<file path="config.mk">
export PLATFORM = sky130hd
export DESIGN_NAME = ssd1306_microcode_sequencer
export DESIGN_NICKNAME = d
export VERILOG_FILES = /design/src/rtl/ssd1306_pkg.sv /design/src/rtl/ssd1306_delay_timer.sv /design/src/rtl/ssd1306_microcode_sequencer.sv
export SDC_FILE = /design/constraint.sdc
export NUM_CORES = 1
export LEC_CHECK = 0
export BUFFER_PORTS_ARGS = -buffer_cell sky130_fd_sc_hd__buf_2
export CAP_MARGIN = 25
export CELL_PAD_IN_SITES_DETAIL_PLACEMENT = 1
export CELL_PAD_IN_SITES_GLOBAL_PLACEMENT = 1
export CORE_MARGIN = 5
export CORE_UTILIZATION = 38
export DETAILED_ROUTE_END_ITERATION = 10
export GPL_TIMING_DRIVEN = 0
export PLACE_DENSITY_LB_ADDON = 0.15
export RECOVER_POWER = 25
export SYNTH_ARGS = -nofsm -noshare
export SYNTH_HDL_FRONTEND = slang
export SYNTH_HIERARCHICAL = 1
export SYNTH_SLANG_ARGS = --single-unit
</file>
<file path="constraint.sdc">
create_clock -name clk -period 3.51 [get_ports clk]
set_input_delay 0.702 -clock clk [delete_from_list [all_inputs] [get_ports clk]]
set_output_delay 0.702 -clock clk [all_outputs]
set_load 0.03 [all_outputs]
</file>
<file path="src/rtl/ssd1306_pkg.sv">
// rtl/ssd1306_pkg.sv - microcode word fields, opcodes and sequencer states for the SSD1306 init sequencer
package ssd1306_pkg;

  localparam int OPCODE_MSB = 9;
  localparam int OPCODE_LSB = 8;
  localparam int PAYLOAD_W  = 8;

  typedef enum logic [1:0] {
    OP_CMD   = 2'b00,
    OP_DATA  = 2'b01,
    OP_DELAY = 2'b10,
    OP_END   = 2'b11
  } opcode_t;

  typedef enum logic [2:0] {
    ST_IDLE,
    ST_FETCH,
    ST_SEND,
    ST_WAIT,
    ST_DONE
  } seq_state_t;

endpackage

</file>
<file path="src/rtl/ssd1306_delay_timer.sv">
// rtl/ssd1306_delay_timer.sv - tick prescaler plus 8-bit unit down-counter for DELAY microcode words
module ssd1306_delay_timer
  import ssd1306_pkg::*;
#(
  parameter int DELAY_TICK_CYCLES = 1000
) (
  input  logic                 clk,
  input  logic                 rst_n,
  input  logic                 load,
  input  logic [PAYLOAD_W-1:0] units,
  output logic                 expired
);

  localparam int PW = $clog2(DELAY_TICK_CYCLES + 1);
  localparam logic [PW-1:0] TICK_LAST = PW'(DELAY_TICK_CYCLES - 1);

  logic [PW-1:0]        prescale_q;
  logic [PAYLOAD_W-1:0] units_q;

  always_ff @(posedge clk) begin
    if (!rst_n) begin
      prescale_q <= '0;
      units_q    <= '0;
    end else if (load) begin
      prescale_q <= '0;
      units_q    <= units;
    end else if (units_q != '0) begin
      if (prescale_q == TICK_LAST) begin
        prescale_q <= '0;
        units_q    <= units_q - 1'b1;
      end else begin
        prescale_q <= prescale_q + 1'b1;
      end
    end
  end

  assign expired = (units_q == '0);

endmodule

</file>
<file path="src/rtl/ssd1306_microcode_sequencer.sv">
// rtl/ssd1306_microcode_sequencer.sv - walks the SSD1306 microcode ROM, emitting bytes and timed delays
// Optional DELAY execution (timer) is enabled by defining SSD1306_SEQ_DELAY_EN; otherwise DELAY is a NOP.
module ssd1306_microcode_sequencer
  import ssd1306_pkg::*;
#(
  parameter int  ROM_SIZE          = 40,
  parameter int  DELAY_TICK_CYCLES = 1000,
  localparam int ADDRESS_BITS      = $clog2(ROM_SIZE)
) (
  input  logic                    clk,
  input  logic                    rst_n,
  input  logic                    start,
  output logic                    busy,
  output logic                    done,
  output logic                    overrun,
  output logic [ADDRESS_BITS-1:0] rom_address,
  input  logic [9:0]              rom_data,
  input  logic                    rom_overflow,
  output logic [7:0]              tx_data,
  output logic                    tx_dc,
  output logic                    tx_valid,
  input  logic                    tx_ready
);

  seq_state_t            state_q;
  logic                  busy_q, done_q, overrun_q;
  logic [ADDRESS_BITS-1:0] addr_q;
  logic [PAYLOAD_W-1:0]  tx_data_q;
  logic                  tx_dc_q, tx_valid_q;

  opcode_t               op;
  logic [PAYLOAD_W-1:0]  payload;
  logic                  at_last;
  logic                  advance;

  assign op      = opcode_t'(rom_data[OPCODE_MSB:OPCODE_LSB]);
  assign payload = rom_data[PAYLOAD_W-1:0];
  assign at_last = (addr_q == {ADDRESS_BITS{1'b1}});

`ifdef SSD1306_SEQ_DELAY_EN
  logic timer_load, timer_expired;

  assign timer_load = (state_q == ST_FETCH) && !rom_overflow && (op == OP_DELAY);

  ssd1306_delay_timer #(
    .DELAY_TICK_CYCLES(DELAY_TICK_CYCLES)
  ) u_delay_timer (
    .clk    (clk),
    .rst_n  (rst_n),
    .load   (timer_load),
    .units  (payload),
    .expired(timer_expired)
  );
`else
  // The tick parameter only sizes the timer, which this build omits.
  if (DELAY_TICK_CYCLES < 1) begin : g_tick_unused
  end
`endif

  always_comb begin
    advance = 1'b0;
    case (state_q)
      ST_SEND:  advance = tx_ready;
`ifdef SSD1306_SEQ_DELAY_EN
      ST_WAIT:  advance = timer_expired;
`else
      ST_FETCH: advance = !rom_overflow && (op == OP_DELAY);
`endif
      default:  advance = 1'b0;
    endcase
  end

  always_ff @(posedge clk) begin
    if (!rst_n) begin
      state_q    <= ST_IDLE;
      busy_q     <= 1'b0;
      done_q     <= 1'b0;
      overrun_q  <= 1'b0;
      addr_q     <= '0;
      tx_data_q  <= '0;
      tx_dc_q    <= 1'b0;
      tx_valid_q <= 1'b0;
    end else begin
      case (state_q)
        ST_IDLE, ST_DONE: begin
          if (start) begin
            addr_q    <= '0;
            busy_q    <= 1'b1;
            done_q    <= 1'b0;
            overrun_q <= 1'b0;
            state_q   <= ST_FETCH;
          end
        end
        ST_FETCH: begin
          if (rom_overflow) begin
            overrun_q <= 1'b1;
            busy_q    <= 1'b0;
            done_q    <= 1'b1;
            state_q   <= ST_DONE;
          end else begin
            case (op)
              OP_CMD, OP_DATA: begin
                tx_valid_q <= 1'b1;
                tx_data_q  <= payload;
                tx_dc_q    <= rom_data[OPCODE_LSB];
                state_q    <= ST_SEND;
              end
              OP_DELAY: begin
`ifdef SSD1306_SEQ_DELAY_EN
                state_q <= ST_WAIT;
`endif
              end
              default: begin
                busy_q  <= 1'b0;
                done_q  <= 1'b1;
                state_q <= ST_DONE;
              end
            endcase
          end
        end
        ST_SEND: begin
          if (tx_ready) tx_valid_q <= 1'b0;
        end
        default: ;
      endcase

      // Running off the top of the address space is an overrun, never a wrap.
      if (advance) begin
        if (at_last) begin
          overrun_q <= 1'b1;
          busy_q    <= 1'b0;
          done_q    <= 1'b1;
          state_q   <= ST_DONE;
        end else begin
          addr_q  <= addr_q + 1'b1;
          state_q <= ST_FETCH;
        end
      end
    end
  end

  assign busy        = busy_q;
  assign done        = done_q;
  assign overrun     = overrun_q;
  assign rom_address = addr_q;
  assign tx_data     = tx_data_q;
  assign tx_dc       = tx_dc_q;
  assign tx_valid    = tx_valid_q;

endmodule

</file>
-- Yosys cells after proc, flatten, opt, wreduce, memory -nomap -nowiden
Index checks and enable logic that the tools add are counted.
W data, S select, Z words.
- memories: 0
- logic and storage cells: 65
- bits of input ports: 15
- RAM bits: 0
- output and inout bits: 19
- register bits after elaboration: 22
- latch bits: 0
- bits in read-only memories: 0
- magnitude comparators: 0
- div/mod/pow operators: 0
- shifts and indexed selects: 0
- equal/unequal tests: 11
- bitwise logic cells: 1
- muxes and demuxes: 32
- reductions and logical operators: 12
- add/subtract/negate cells: 1
- $mul: 0
- operators by type and width (kind ; number):
    $mux W6 ; 4
    $mux W1 ; 17
    $mux W3 ; 4
    $pmux W3 S2 ; 2
    $pmux W1 S2 ; 5
    $add A6 B1 Y6 const B ; 1
    $eq A6 B6 Y1 const B ; 1
    $ne A2 B2 Y1 const B ; 3
    $reduce_and A3 Y1 ; 2
    $ne A4 B4 Y1 const B ; 1
    $reduce_and A4 Y1 ; 1
    $reduce_or A2 Y1 ; 2
    $eq A3 B1 Y1 const B ; 1
    $eq A3 B2 Y1 const B ; 1
    $eq A3 B3 Y1 const B ; 1
    $logic_not A3 Y1 ; 1
    $ne A3 B3 Y1 const B ; 1
    $reduce_bool A3 Y1 ; 1
    $reduce_or A3 Y1 ; 1
    $eq A2 B1 Y1 const B ; 1
    $eq A2 B2 Y1 const B ; 1
    $logic_not A2 Y1 ; 1
    $reduce_bool A2 Y1 ; 1
    $logic_and A1 B1 Y1 ; 1
    2 further kinds ; 2

-- Depth between registers and ports, before layout
Gate-level depths: netlist of the first run.
- word-level depth: 7
- gate-level depth with buffers: 6

-- Worst setup path before layout of the first run
No wires, ideal clock.
- path type: input to register
- start point: input port rom_data[8]
- end point: register addr_q[1], in the netlist rom_address[1]
- path buffers: 0
- setup slack: 1.863 ns
- arrival time: 1.575 ns
- stages: 4
- required time: 3.438 ns
- cell sequence: nor3b_1 > a21oi_2 > a21oi_1 > mux2i_1
- longest elaborated chain between the ends: 4
- ends and longest elaborated chain (what ; RTL line ; text):
    start, declared ; ssd1306_microcode_sequencer.sv:17 ; input logic [9:0] rom_data,
    $eq A2 B2 Y1 ; ssd1306_microcode_sequencer.sv:67 ; ST_FETCH: advance = !rom_overflow && (op == OP_DELAY);
    $logic_and A1 B1 Y1 ; ssd1306_microcode_sequencer.sv:67 ;
    $pmux W1 S2 ; ssd1306_microcode_sequencer.sv:62 ; case (state_q)
    $mux W6 ; ssd1306_microcode_sequencer.sv:128 ; if (advance) begin
    end signal, assigned ; ssd1306_microcode_sequencer.sv:135 ; addr_q <= addr_q + 1'b1;
    end, declared ; ssd1306_microcode_sequencer.sv:27 ; logic [ADDRESS_BITS-1:0] addr_q;
No other way between the ends.
A chain may end at the register's enable or synchronous reset.

-- Worst setup path after layout of the first run
- start point: register addr_q[3], in the netlist rom_address[3]
- end point: output port rom_address[3]
- RTL lines (what ; RTL line ; text):
    end, declared ; ssd1306_microcode_sequencer.sv:16 ; output logic [ADDRESS_BITS-1:0] rom_address,
No word-level cell between the ends.

==> results of run 1 <==
-- worst min-delay path: cells and delay by family, from the launching register on --
kind,cells,cell delay (ns)
simple gates,1,0.05
flops,1,0.33
compound gates,1,0.05
-- per-layer routing --
layer	wire length [um]	global-route usage, %
met1	1200	19.0
met2	1260	26.9
met3	140	3.31
met4	68	8.18
met5	0	0
-- metrics by stage --
step	instances	area [um2]	setup WS [ns]	total power [uW]	hold slack [ns]
floorplan	119	1030	1.86	337	0.579
global placement	181	1220	1.48	365	0.437
detailed placement	181	1220	1.49	368	0.443
CTS	185	1280	1.76	570	0.461
global route	185	1260	1.59	586	0.484
finish	185	1260	1.76	560	0.463
-- state kept, by name, summed over array words and instances (netlist names) --
register and count:
tx_valid 1, overrun 1, busy 1, tx_dc 1, rom_address 6, state_q 3, tx_data 8, done 1
-- cell families (layout without fill, tap and decap cells) --
family                     Yosys count  count (layout)  synth area share [%]
AOI/OAI and AO/OA                   32              32                  20.7
xor gates and xnor gates             2               2                  1.71
adders and majority gates            1               1                  1.22
buffers and inverters                7              43                  3.78
DFF                                 22              22                  42.9
muxes                                2               2                  1.95
and+or+nand+nor                     53              53                  27.7
-- cell type report --
cell class,count,area (um2)
fillers,326,1260
multi-input cells,90,538
flip-flops and latches,22,440
repair buffers,32,154
well taps,30,37.5
plain buffers,7,35.0
clock inverters,1,30.0
clock buffers,3,22.5
-- final timing paths --
kind              cells past startpoint  slack [ns]                       from                 endpoint
setup reg to reg                      6        1.76  rom_address[0]$_SDFF_PN0_  state_q[2]$_SDFFE_PN0P_
setup / recovery                      1        1.76  rom_address[3]$_SDFF_PN0_           rom_address[3]
hold reg to reg                       2        0.46    tx_data[2]$_SDFFE_PN0P_  tx_data[2]$_SDFFE_PN0P_
hold / removal                        2        0.46    tx_data[2]$_SDFFE_PN0P_  tx_data[2]$_SDFFE_PN0P_
-- layout by cell type, fill, tap and decap left out, types with 2 or more instances in the layout --
cell type   n
o22ai_1     3
mux2i_1     2
buf_2      28
a21oi_1     6
and2_1      2
nor2_1      7
clkbuf_1   10
a31oi_1     2
nor3_1      2
a21boi_1    8
o21a_1      2
nor3b_1     3
o2111ai_1   2
clkbuf_4    3
dfxtp_1    22
a21o_1      2
nand3_1     7
o21ai_0     5
nand2_1    23
-- Yosys cell counts --
| cell type | instances | area (um2) |
|---|---|---|
| ha_1 | 1 | 12.5 |
| or3b_1 | 1 | 8.76 |
| xnor2_1 | 1 | 8.76 |
| a21boi_1 | 9 | 67.6 |
| and4b_1 | 1 | 10.0 |
| nor2b_1 | 1 | 6.26 |
| and3_1 | 1 | 6.26 |
| buf_6 | 1 | 11.3 |
| a31oi_1 | 2 | 12.5 |
| mux2i_1 | 2 | 20.0 |
| o2111ai_1 | 2 | 17.5 |
| a211oi_1 | 1 | 7.51 |
| or3_1 | 1 | 6.26 |
| nor3_1 | 1 | 5.00 |
| a21oi_1 | 5 | 25.0 |
| nand3_1 | 7 | 35.0 |
| nand4b_1 | 1 | 8.76 |
| and2_1 | 2 | 12.5 |
| clkbuf_1 | 4 | 15.0 |
| o21ai_0 | 5 | 25.0 |
| nor3b_4 | 1 | 18.8 |
| o21a_1 | 2 | 15.0 |
| nand2_1 | 23 | 86.3 |
| nor3b_1 | 3 | 22.5 |
| o22ai_1 | 3 | 18.8 |
| a21o_1 | 2 | 15.0 |
| buf_2 | 1 | 5.00 |
| nor2_1 | 7 | 26.3 |
| xor2_1 | 1 | 8.76 |
| a21oi_2 | 1 | 8.76 |
| buf_4 | 1 | 7.51 |
| nor3_2 | 1 | 10.0 |
| and4bb_2 | 1 | 12.5 |
| and4_1 | 1 | 8.76 |
| dfxtp_1 | 22 | 440 |
-- power groups by stage --
stage / clock (uW) / combinational, uW / sequential (uW)
CTS: 207 / 92.3 / 271
detailed placement: 0 / 91.9 / 276
global route: 215 / 97.5 / 273
finish: 202 / 88.3 / 271
floorplan: 0 / 47.4 / 290
global placement: 0 / 89.3 / 275
==> flow_metrics.tcl, run 1 <==
set metrics [dict create \
    synthCells 119 \
    status "completed" \
    worstPathRequired_ns 2.81 \
    rows 18 \
    cts_setup_buffers 0 \
    cts_tree "done" \
    leakagePower_uw 0.000529 \
    rsz0062_at_grt "false" \
    nNetsFinal 172 \
    postCtsHoldBufs 0 \
    via_per_inst 5.24 \
    fmax_ghz 0.573 \
    grt-ovfl-total 0 \
    finish.utilization_pct 49.9 \
    via_count 970 \
    hp-class "flip-flop to flip-flop" \
    grt_pass1_vias 973 \
    die_w_um 62.0 \
    path_max_fanout 7 \
    wl_mm 2.67 \
    io_buffers 32 \
    drt-pass1-iter-count 3 \
    cts-htree-levels 1 \
    finClkSkew_ns 0.00426 \
    routedWlPerCell_um 14.4 \
    clock_latency_ns 0.32 \
    grt_usage_pct 16.0 \
    worst_pin_slew_ns 0.582 \
    cts-resized-gates 0 \
    maxCapViolCount 0 \
    grt_pass1_wl_mm 4.49 \
    clk_pin_slew_ns 0.13 \
    numCtsBuffers 3 \
    path_cells "buf_2" \
    area_growth_pct 22.6 \
    p_per_area_mw_per_mm2 446 \
    worstSetupStartpointType "flip-flop" \
    die_area_mm2 0.00384 \
    hold_violations 0 \
    root_buffer "clkbuf_4" \
    cp_top_family "flip-flops" \
    gp_congestion 0.812 \
    ctsLongestPathBuffers 2 \
    pwr-share-comb_pct 15.8 \
    grt_start_max_net_pins 14 \
    power_switching_uw 150 \
    antenna_left 0 \
    syn-cell-area_mm2 0.00103 \
    drive_gt1_share_pct 22.6 \
    coreArea_mm2 0.00252 \
    antenna_found_initial 0 \
    period_share_pct 49.7 \
    end_kind "output pin" \
    setup_tns_ns 0 \
    synth_seq_cells 22 \
    start_util_pct 40.7 \
    synth-seq-area-share_pct 42.9 \
    arrival_ns 1.04 \
    syn_area_per_cell_um2 8.62 \
    relSlewSlack_pct 61.1 \
    yosys_warnings 6 \
    setup_viol 0 \
    path_class "flip-flop to output pin" \
    syn_nets 135 \
    ios 34 \
    antenna_cells 0 \
    max_stage_delay_ns 0.47 \
    hpwl_mm 2.03 \
    synth_cell_types 35 \
    drt-initial-drc-count 27 \
    cp_num_buf_inv 1 \
    slew_viol_final 0 \
    power_frac_seq_pct 48.3 \
    cts.sinks 22 \
    drc 0 \
    swShare_pct 26.7 \
    period_minus_slack_ns 1.75 \
    max-vdd-ir-drop_v 0.000271 \
    clkPwrFrac_pct 36.0 \
    internal_power_uw 411 \
    fp.dieH_um 62.0 \
    cp_slowest_cell "dfxtp_1" \
]
Note: power is estimated with default switching activity, not from simulation.
==> run 2: changes to the inputs <==
CORE_UTILIZATION = 32   (was 38)
clock period = 1.6 ns   (was 3.51 ns; I/O delays follow)
==> flow_metrics.tcl, run 2 (synthesis results as in run 1) <==
set metrics [dict create \
    drt-initial-drc-count 4 \
    antenna_cells 0 \
    rows 20 \
    drc 0 \
    area_growth_pct 25.7 \
    finalNonFillerCells 200 \
    grt-ovfl-total 0 \
    period_share_pct 94.9 \
    max-vdd-ir-drop_v 0.000230 \
    clock_latency_ns 0.31 \
    drt-pass1-iter-count 2 \
    finish.utilization_pct 42.3 \
    cp_slowest_cell "dfxtp_2" \
    antenna_found_initial 0 \
    arrival_ns 1.73 \
    setup_slack_ns 0.0824 \
    end_kind "flip-flop" \
    drive_gt1_share_pct 26.3 \
    multi_input_area_um2 561 \
    fp.dieH_um 66.6 \
    ctsLongestPathBuffers 2 \
    coreArea_mm2 0.00305 \
    grt_pass1_wl_mm 4.43 \
    ios 34 \
    hpwl_mm 2.08 \
    gp_congestion 0.796 \
    numCtsBuffers 3 \
    nNetsFinal 173 \
    max_stage_delay_ns 0.38 \
    place_inst 195 \
    status "completed" \
    grt_pass1_vias 1009 \
    leakagePower_uw 0.000512 \
    grt_usage_pct 13.1 \
    die_area_mm2 0.00444 \
    cts.sinks 22 \
    cts_tree "done" \
    worst_pin_slew_ns 0.640 \
    start_util_pct 33.6 \
    setup_viol 0 \
    wl_mm 2.65 \
    postCtsHoldBufs 0 \
    finClkSkew_ns 0.00293 \
    die_w_um 66.6 \
    hp-class "input pin to flip-flop" \
    root_buffer "clkbuf_4" \
    p_per_area_mw_per_mm2 864 \
    routedWlPerCell_um 13.3 \
    maxCapViolCount 0 \
    design_area_mm2 0.00129 \
    via_count 984 \
    largest_reg_flops 8 \
    period_minus_slack_ns 1.52 \
    worstSetupStartpointType "flip-flop" \
    layout_commonest_cell "buf_2" \
    antenna_left 0 \
    fmax_ghz 0.659 \
    whs_ns 0.228 \
    clk_pin_slew_ns 0.13 \
    cts-htree-levels 1 \
    hold_violations 0 \
    fillerInstances 396 \
    path_cells "ha_2 -> and4_1 -> buf_2 -> nand2_2 -> a211oi_2 -> nor2_1" \
    cp_top_family "simple AND/OR/NAND/NOR gates" \
    layout_common_cells "23 x buf_2, 22 x nand2_1, 19 x dfxtp_1" \
    io_buffers 32 \
    via_per_inst 4.92 \
    rsz0062_at_grt "false" \
    regArea_um2 444 \
    cp_num_buf_inv 1 \
    path_max_fanout 6 \
    path_class "flip-flop to flip-flop" \
    placed_area_mm2 0.00124 \
    relSlewSlack_pct 57.3 \
    grt_start_max_net_pins 13 \
    slew_viol_final 0 \
    pre_cts_slack_ns -0.0898 \
    worstPathRequired_ns 1.81 \
]
-- run 2: cell types whose count changed in the layout (fill, tap and decap cells not counted), moves of 2 or more --
cell and change:
a21oi_2 +2, dfxtp_2 +3, clkbuf_1 +4, buf_4 +2, buf_2 -5, a21oi_1 -2, dfxtp_1 -3
-- run 2: final cells by class --
cell class	instances	share of cell area (%)
Multi-Input combinational cell	90	43.5
Sequential cell	22	34.4
Timing Repair Buffer	33	12.0
Tap cell	44	4.27
Buffer	7	3.01
Clock buffer	4	2.81
-- run 2: per-stage QoR --
step	TNS [ns]	power (uW)
floorplan	0	740
global placement	-0.242	801
detailed placement	-0.238	807
CTS	0	1120
global route	0	1180
finish	0	1110
-- run 2: worst register-to-register path, stage by stage (launching register included) --
cell and delay [ns]:
dfxtp_2 0.38, ha_2 0.20, and4_1 0.19, buf_2 0.17
nand2_2 0.12, a211oi_2 0.28, nor2_1 0.08
-- run 2: final timing paths --
kind                              from  slack, ns  cells past startpoint                 endpoint
max reg2reg  rom_address[0]$_SDFF_PN0_       0.08                      6          busy$_SDFF_PN0_
min                        rom_data[7]       0.23                      3  tx_data[7]$_SDFFE_PN0P_
max          rom_address[0]$_SDFF_PN0_       0.08                      6          busy$_SDFF_PN0_
min reg2reg    tx_data[2]$_SDFFE_PN0P_       0.46                      2  tx_data[2]$_SDFFE_PN0P_
-- run 2: layer usage --
metal  share of wire, %  track usage [%]  routed length (um)  vias to the layer above
met1                 44             14.4                1160                      460
met5                  0                0                   0                        -
li1                   -                -                   -                      495
met2                 49             23.6                1300                       23
met4                1.6             6.35                  42                        0
met3                5.7             2.53                 152                        6
-- run 2: what timing repair did --
action                     in CTS  in global routing
gates resized for setup         1                  4
setup buffers                   0                  1
setup endpoints to repair       4                  7
pin swaps                       0                  1
cloned                          0                  0
-- run 2: power by group --
group          leakage (uW)  internal (uW)  total [uW]  switching, uW
Sequential         0.000180            574         593           19.3
Combinational      0.000312           80.8         204            123
Clock             0.0000210            139         317            178
==> run 3: changes to the inputs <==
ABC_AREA = 1   (was not set)
CORE_UTILIZATION = 31   (was 32)
==> flow_metrics.tcl, run 3 <==
set metrics [dict create \
    status "completed" \
    setup_tns_ns 0 \
    maxCapViolCount 0 \
    holdPathEnd "tx_data[3]$_SDFFE_PN0P_" \
    hold_violations 0 \
    leakagePower_uw 0.000666 \
    synth.area.mux_share_pct 0 \
    layout_commonest_cell "nor2_1" \
    relSlewSlack_pct 72.7 \
    layout_common_cells "35 x nor2_1, 30 x nand2_1, 23 x buf_2" \
    synth_cell_types 24 \
    cp_top_family "simple AND/OR/NAND/NOR gates" \
    via_per_inst 4.60 \
    cts-htree-levels 1 \
    r2r-end "rom_address[1]$_SDFF_PN0_" \
    coreArea_mm2 0.00336 \
    via_count 1104 \
    grt_pass1_vias 1143 \
    drt-pass1-iter-count 6 \
    p_per_area_mw_per_mm2 1240 \
    io_buffers 33 \
    drc 0 \
    hpwl_mm 2.37 \
    design_area_mm2 0.00135 \
    antenna_left 0 \
    worstSetupStartpointType "flip-flop" \
    grt_start_max_net_pins 14 \
    grt_usage_pct 13.0 \
    syn-cell-area_mm2 0.00109 \
    synth_top_family_by_area "simple AND/OR/NAND/NOR gates" \
    largest_reg_flops 8 \
    synthCells 157 \
    fillerInstances 485 \
    hp-class "input pin to flip-flop" \
    synthAdderAreaFrac_pct 1.15 \
    synth_xor_area_share_pct 0.804 \
    fp.dieH_um 69.3 \
    antenna_cells 0 \
    die_area_mm2 0.00480 \
    postCtsHoldBufs 0 \
    synth_seq_cells 22 \
    max-vdd-ir-drop_v 0.000429 \
    setup_viol 0 \
    cts_tree "done" \
    ys_top_cells_by_area "dfxtp_1 40%, nor2_1 12%, nand2_1 10%" \
    path_cells "ha_1 -> nand2_2 -> nor3_4 -> inv_2 -> nand2_4 -> inv_2 -> nor2_1 -> nor2_1" \
    worst_pin_slew_ns 0.408 \
    end_kind "flip-flop" \
    hp-start "rom_data[3]" \
    grt-ovfl-total 0 \
    synth-seq-area-share_pct 40.4 \
    period_minus_slack_ns 1.39 \
    cp_num_buf_inv 2 \
    synth_compound_area_share_pct 11.7 \
    cp_slowest_cell "dfxtp_1" \
    antenna_found_initial 0 \
    max_stage_delay_ns 0.40 \
    multi_input_area_um2 559 \
    cts_setup_buffers 0 \
    cts.sinks 22 \
    ys.flop_type "dfxtp_1" \
    rows 21 \
    arrival_ns 1.63 \
    synth_simple_gate_area_share_pct 37.7 \
    synth-edff-count 0 \
    wl_mm 2.99 \
    synthArstFlopShare_pct 0 \
    clk_pin_slew_ns 0.13 \
    drt-initial-drc-count 27 \
    drive_gt1_share_pct 22.7 \
    yosys-top-cells-count "35 x nor2_1, 30 x nand2_1, 22 x dfxtp_1" \
    nNetsFinal 211 \
    die_w_um 69.3 \
    root_buffer "clkbuf_4" \
    fmax_ghz 0.718 \
    yosys_warnings 6 \
    holdPathStages 3 \
    path_max_fanout 5 \
    ios 34 \
    grt_pass1_wl_mm 5.20 \
    syn_nets 173 \
    slew_viol_final 0 \
    r2r_cells 8 \
    routedWlPerCell_um 12.5 \
    gp_congestion 0.774 \
    area_growth_pct 24.2 \
    placed_area_mm2 0.00131 \
    r2r-start "rom_address[1]$_SDFF_PN0_" \
    regArea_um2 442 \
    period_share_pct 87.1 \
    syn_area_per_cell_um2 6.94 \
    numCtsBuffers 3 \
    synth_top_area_share_pct 40.4 \
    synth_most_common_cell "nor2_1" \
    start_util_pct 32.4 \
    yosys.area.top_type "dfxtp_1" \
    rrSetupSlack_ns 0.21 \
    clock_latency_ns 0.32 \
    rsz0062_at_grt "false" \
    path_class "flip-flop to flip-flop" \
    ctsLongestPathBuffers 2 \
    finClkSkew_ns 0.00263 \
    worstPathRequired_ns 1.83 \
]
run 3: logic make-up after synthesis:
| family | after synthesis |
|---|---|
| xor gates and xnor gates | 1 |
| adders and majority gates | 1 |
| DFF | 22 |
| and+or+nand+nor | 87 |
| AOI/OAI and AO/OA | 24 |
| buffers and inverters | 22 |
run 3: worst register-to-register path, cell delays in order, from the launching register on:
cell     delay [ns]
dfxtp_1        0.40
ha_1           0.22
nand2_2        0.11
nor3_4         0.22
inv_2          0.09
nand2_4        0.10
inv_2          0.04
nor2_1         0.08
nor2_1         0.05
run 3: timing repair:
action	4_1_cts	5_1_grt
resized for setup	0	1
setup endpoints to repair	0	1
endpoints found under the hold margin	0	0
run 3: layout make-up:
type / instances / share of cell area, %
clock inverter: 1 / 2.22
buffer: 2 / 1.11
clock buffer: 3 / 1.66
multi-input combinational: 113 / 41.3
inverter: 20 / 5.55
tap: 46 / 4.25
timing repair buffer: 33 / 11.3
sequential: 22 / 32.6
run 3: metal layers:
metal | GRT usage [%] | part of all wire (%) | vias to the layer above
met1 | 15.5 | 45 | 507
met5 | 0 | 0 | -
met4 | 4.56 | 1.3 | 0
met3 | 3.19 | 5.0 | 5
li1 | - | - | 569
met2 | 22.7 | 49 | 23
run 3: power breakdown:
group          switching (uW)  internal [uW]  leakage, uW
Clock                     186            253    0.0000279
Combinational             389            163     0.000459
Sequential               56.3            628     0.000179
Total                     631           1040     0.000666
run 3: metrics by stage:
stage / total power, uW / instances / setup slack, ns / utilization, % / hold slack (ns)
detailed placement: 1270 / 236 / 0.180 / 39.0 / 0.493
floorplan: 1100 / 157 / 0.0815 / - / 0.455
finish: 1680 / 240 / 0.207 / 40.3 / 0.215
CTS: 1710 / 240 / 0.144 / 40.6 / 0.209
global placement: 1250 / 236 / 0.197 / 39.0 / 0.484
global route: 1800 / 240 / 0.0189 / 40.3 / 0.227
run 3: worst max-delay path by stage:
stage | end | start | depth (start not counted) | slack [ns]
floorplan | rom_address[1]$_SDFF_PN0_ | rom_address[0]$_SDFF_PN0_ | 8 | 0.08
global placement | rom_address[1]$_SDFF_PN0_ | rom_address[0]$_SDFF_PN0_ | 8 | 0.20
detailed placement | rom_address[1]$_SDFF_PN0_ | rom_address[0]$_SDFF_PN0_ | 8 | 0.18
CTS | rom_address[5]$_SDFF_PN0_ | rom_address[0]$_SDFF_PN0_ | 7 | 0.14
global route | rom_address[1]$_SDFF_PN0_ | rom_address[1]$_SDFF_PN0_ | 8 | 0.02
finish | rom_address[1]$_SDFF_PN0_ | rom_address[1]$_SDFF_PN0_ | 8 | 0.21
